File: src/rtl/mem_req_ctrl.sv
// Memory-stage request controller: issues one load/store at a time to mem_system and
// stalls the pipeline until completion. Optional perf counters under MEM_REQ_PERF_EN.
module mem_req_ctrl #(
  parameter int unsigned TIMEOUT = 64
) (
  input  logic        clk,
  input  logic        rst,
  input  logic        req_valid,
  input  logic        req_wr,
  input  logic [15:0] req_addr,
  input  logic [15:0] req_wdata,
  output logic [15:0] mem_addr,
  output logic [15:0] mem_wdata,
  output logic        mem_rd,
  output logic        mem_wr,
  input  logic [15:0] mem_rdata,
  input  logic        mem_done,
  input  logic        mem_stall,
  input  logic        mem_hit,
  input  logic        mem_err,
  output logic        stall_pipe,
  output logic        resp_valid,
  output logic [15:0] resp_rdata,
`ifdef MEM_REQ_PERF_EN
  output logic [15:0] perf_hits,
  output logic [15:0] perf_misses,
  output logic [15:0] perf_stall_cycles,
`endif
  output logic        err_out
);

  localparam int unsigned CntW = $clog2(TIMEOUT + 1);

  typedef enum logic [1:0] {StIdle, StBusy, StResp, StErr} state_e;

  state_e          state_q, state_d;
  logic [CntW-1:0] cnt_q, cnt_d, cnt_inc;
  logic [15:0]     addr_q, addr_d, wdata_q, wdata_d, rdata_q, rdata_d;
  logic            rd_q, rd_d, wr_q, wr_d, resp_q, resp_d, err_q, err_d;

  // Completion is judged only by mem_done; mem_stall is informational.
  logic unused_stall;
  assign unused_stall = mem_stall ^ mem_hit;

  assign cnt_inc = cnt_q + CntW'(1);

  always_comb begin
    state_d = state_q;
    cnt_d   = cnt_q;
    addr_d  = addr_q;
    wdata_d = wdata_q;
    rdata_d = rdata_q;
    rd_d    = rd_q;
    wr_d    = wr_q;
    resp_d  = 1'b0;
    err_d   = err_q;
    unique case (state_q)
      StIdle: begin
        if (req_valid) begin
          if (req_addr[0]) begin
            state_d = StErr;
            err_d   = 1'b1;
          end else begin
            addr_d  = req_addr;
            wdata_d = req_wdata;
            rd_d    = ~req_wr;
            wr_d    = req_wr;
            cnt_d   = '0;
            state_d = StBusy;
          end
        end
      end
      StBusy: begin
        cnt_d = cnt_inc;
        // An error reported alongside Done still aborts the transaction.
        if (mem_err || (!mem_done && cnt_inc == CntW'(TIMEOUT))) begin
          rd_d    = 1'b0;
          wr_d    = 1'b0;
          err_d   = 1'b1;
          state_d = StErr;
        end else if (mem_done) begin
          if (rd_q) rdata_d = mem_rdata;
          rd_d    = 1'b0;
          wr_d    = 1'b0;
          cnt_d   = '0;
          resp_d  = 1'b1;
          state_d = StResp;
        end
      end
      StResp: state_d = StIdle;
      StErr:  state_d = StErr;
      default: state_d = StIdle;
    endcase
  end

  always_ff @(posedge clk) begin
    if (rst) begin
      state_q <= StIdle;
      cnt_q   <= '0;
      addr_q  <= '0;
      wdata_q <= '0;
      rdata_q <= '0;
      rd_q    <= 1'b0;
      wr_q    <= 1'b0;
      resp_q  <= 1'b0;
      err_q   <= 1'b0;
    end else begin
      state_q <= state_d;
      cnt_q   <= cnt_d;
      addr_q  <= addr_d;
      wdata_q <= wdata_d;
      rdata_q <= rdata_d;
      rd_q    <= rd_d;
      wr_q    <= wr_d;
      resp_q  <= resp_d;
      err_q   <= err_d;
    end
  end

  assign mem_addr   = addr_q;
  assign mem_wdata  = wdata_q;
  assign mem_rd     = rd_q;
  assign mem_wr     = wr_q;
  assign resp_valid = resp_q;
  assign resp_rdata = rdata_q;
  assign err_out    = err_q;
  assign stall_pipe = (state_q == StIdle && req_valid) || state_q == StBusy || state_q == StErr;

`ifdef MEM_REQ_PERF_EN
  logic [15:0] hits_q, misses_q, stalls_q;
  logic        done_seen;

  assign done_seen = (state_q == StBusy) && mem_done;

  always_ff @(posedge clk) begin
    if (rst) begin
      hits_q   <= '0;
      misses_q <= '0;
      stalls_q <= '0;
    end else begin
      if (done_seen && mem_hit && hits_q != 16'hFFFF) hits_q <= hits_q + 16'd1;
      if (done_seen && !mem_hit && misses_q != 16'hFFFF) misses_q <= misses_q + 16'd1;
      if (stall_pipe && stalls_q != 16'hFFFF) stalls_q <= stalls_q + 16'd1;
    end
  end

  assign perf_hits         = hits_q;
  assign perf_misses       = misses_q;
  assign perf_stall_cycles = stalls_q;
`endif

endmodule
File: config.mk
export PLATFORM = sky130hd
export DESIGN_NAME = mem_req_ctrl
export DESIGN_NICKNAME = d
export VERILOG_FILES = /design/src/rtl/mem_req_ctrl.sv
export SDC_FILE = /design/constraint.sdc
export NUM_CORES = 1
export LEC_CHECK = 0
export CAP_MARGIN = 20
export CORE_MARGIN = 5
export CORE_UTILIZATION = 44
export CTS_CLUSTER_SIZE = 10
export DETAILED_ROUTE_END_ITERATION = 6
export MAX_ROUTING_LAYER = met4
export PLACE_DENSITY = 0.85
export SLEW_MARGIN = 15
export SYNTH_ARGS = -nofsm -noshare
export SYNTH_HDL_FRONTEND = slang
export SYNTH_SLANG_ARGS = --single-unit
File: constraint.sdc
create_clock -name clk -period 4.6 [get_ports clk]
set_input_delay 0.69 -clock clk [delete_from_list [all_inputs] [get_ports clk]]
set_output_delay 0.69 -clock clk [all_outputs]
set_load 0.05 [all_outputs]
==> results.ini <==
[synth]
post-synth-top-count-cell = nand2_1
synth_area_leader_cell = dfxtp_1
synth-edff-count = 0
syn_nets = 351
syn_area_sq_um = 2297
ys_types = 35
ys_ff_latch = 60
synthTopCellsByArea = dfxtp_1 52%, nand2_1 17%, a21oi_1 12%
synth-main-ff-cell = dfxtp_1
yosys_warnings = 0
synthTopCellsByCount = 105 x nand2_1, 60 x dfxtp_1, 54 x a21oi_1
ys_seq_area_share_pct = 52.29
ys_async_sr_fraction_pct = 0
synth_top_area_share_pct = 52.29
avgSynthCellArea_sq_um = 7.840
synthCells = 293

[final_layout]
multi_input_area_sq_um = 1018
fillers = 402
layout.nets = 453
syn_to_final_growth_pct = 55.28
n_antenna_cell = 0
layout-drive-gt1-share_pct = 5.013
design_area_sq_um = 3567
final-seq-area_sq_um = 1201

[detailed_routing]
vias = 2258
drtPass1Iterations = 4
drt-initial-drc-count = 153
wire_per_inst_um = 12.95
ant_nets = 0
drc = 0
drt-total-wl_um = 6073
via_per_inst = 4.814

[global_routing]
grt.busiest_layer = met2
grt_use_met2_pct = 31.89
grt_pass1_wl_um = 9473
track_usage_pct = 19.05
grt_use_met3_pct = 6.833
met1_usage_pct = 20.32
grt_max_degree = 56
first_global_vias = 2231
grt.overflow.total = 0
grt_antenna_before_repair = 0

[worst_setup_path]
startpoint_type = primary input
cp.required_ns = 3.91
slowest_delay_ns = 0.80
slowest_stage = clkdlybuf4s50_1
path_common_cell = clkdlybuf4s50_1
cp_top_family = buffers and inverters
cp.arrival_ns = 2.27
path_buf_inv = 2
path_class = primary input to output port
cp-end-kind = output port
path_max_fanout = 4
crit_chain = clkdlybuf4s50_1 > nand2b_1 > nand2_1 > clkdlybuf4s50_1

[clocking]
postCtsSetupRepairBufs = 0
root_buffer = clkbuf_8
cts_buffers = 9
cts_sinks = 60
cts_tree = done
h-tree-depth = 3
ctsResizeCount = 0
clk_latency_ns = 0.32
path_clk_slew_ns = 0.06
clockBufferDepth = 2
postCtsHoldBufs = 0

[floorplan]
die_x_um = 82.26
core-area_sq_um = 5075
start_util_pct = 45.27
fp.dieArea_sq_um = 6766
fp.dieH_um = 82.26
ios = 109
rows = 26

[sta]
relSlewSlack_pct = 63.03
worstMarginPinSlew_ns = 0.5546
setup_tns_ns = 0
finalClockSkew_ns = 0.005855
setup_viol = 0
rsz0062_at_grt = no
fin_crit_sh_pct = 64.25
drv_slew = 0
fmax_ghz = 0.3384
final-hold-violation-count = 0
period_minus_slack_ns = 2.955

[power_and_ir_drop]
power.density_nw_per_um2 = 320.8
ir_drop_mv = 0.2464
power_frac_clock_pct = 35.0
combPwrFrac_pct = 17.0
leakagePower_nw = 1.234
finalPower_w = 0.001144
intPower_w = 0.0008408
p_switching_w = 0.0003034
switching_share_pct = 26.52
pwr-share-seq_pct = 48.0

[placement]
dp_hpwl_um = 4264
gp_congestion = 0.8724
placed_area_sq_um = 3383
io_buffers = 105

[run_status]
status = finished, final reports clean

[job]
maxCapViolCount = 0

[min_path]
min_path_type = flip-flop to flip-flop

==> power groups by stage <==
| stage | sequential, W | clock (W) | combinational, W |
|---|---|---|---|
| final | 0.000549 | 0.000401 | 0.000194 |
| after global routing | 0.000551 | 0.000443 | 0.000207 |
| after CTS | 0.000549 | 0.000413 | 0.000194 |
| after detailed placement | 0.000560 | 0 | 0.000194 |
| after global placement | 0.000559 | 0 | 0.000192 |
| after floorplan | 0.000611 | 0 | 0.0000532 |
==> stage by stage <==
step	setup slack (ns)	utilization [%]	cells	hold WS, ns
floorplan	2.777	-	293	0.4619
global placement	1.673	66.67	453	0.4410
detailed placement	1.658	66.67	453	0.4466
CTS	1.652	70.00	468	0.4546
global route	1.612	70.29	469	0.4679
finish	1.645	70.29	469	0.4511
==> tightest hold or removal path, cell delays in order, from the launching register on <==
cell and delay (ns):
dfxtp_1 0.31, nand2_1 0.05, a21oi_1 0.05
==> routing by layer <==
metal	vias to the layer above	wire length [um]
met5	-	0
met1	997	2547
met4	0	40
li1	1177	-
met3	2	516
met2	82	2969
==> kinds of logic (layout without fill, tap and decap cells) <==
group                    after synthesis  after routing  share of synthesized area (%)
other                                  1              1                         0.1632
AND/OR/NAND/NOR                      135            135                          25.33
buffers and inverters                 21            127                          3.649
AO/OA/AOI/OAI                         74             74                          17.48
adder cells (fa/ha/maj)                2              2                          1.089
flip-flops                            60             60                          52.29
==> layout by cell type, fill, tap and decap left out, types with 2 or more instances in the layout <==
master           instances
nor2_1                   5
inv_1                    4
nor2b_1                  6
nand2b_1                 4
clkinv_2                 2
a21oi_1                 54
o31ai_1                  2
nand3_1                  2
clkbuf_1                 2
or3_1                    2
clkdlybuf4s50_1        104
a211oi_1                 2
o21ai_0                  8
ha_1                     2
dfxtp_1                 60
buf_4                    2
nand2_1                105
or4_1                    2
clkbuf_8                11
==> flip-flops by register name, summed over array words and instances, names as in the netlist <==
signal      count
cnt_q           7
err_out         1
mem_addr       15
mem_rd          1
mem_wdata      16
mem_wr          1
resp_rdata     16
resp_valid      1
state_q         2
==> worst paths after layout <==
kind / from / slack (ns) / end / cells after the start
hold / removal: mem_wdata[9] / 0.45 / mem_wdata[9] / 2
setup / recovery: req_valid / 1.64 / stall_pipe / 4
hold reg to reg: mem_wdata[9] / 0.45 / mem_wdata[9] / 2
setup reg to reg: cnt_q[0] / 2.70 / mem_wr / 6
==> final cells by class <==
| class | count | area share [%] |
|---|---|---|
| clock inverter | 2 | 0.2806 |
| timing repair buffer | 108 | 30.16 |
| tap | 70 | 2.455 |
| clock buffer | 13 | 4.455 |
| inverter | 4 | 0.4209 |
| sequential | 60 | 33.67 |
| multi-input combinational | 212 | 28.55 |
No activity file was read; power rests on OpenSTA's default activity.
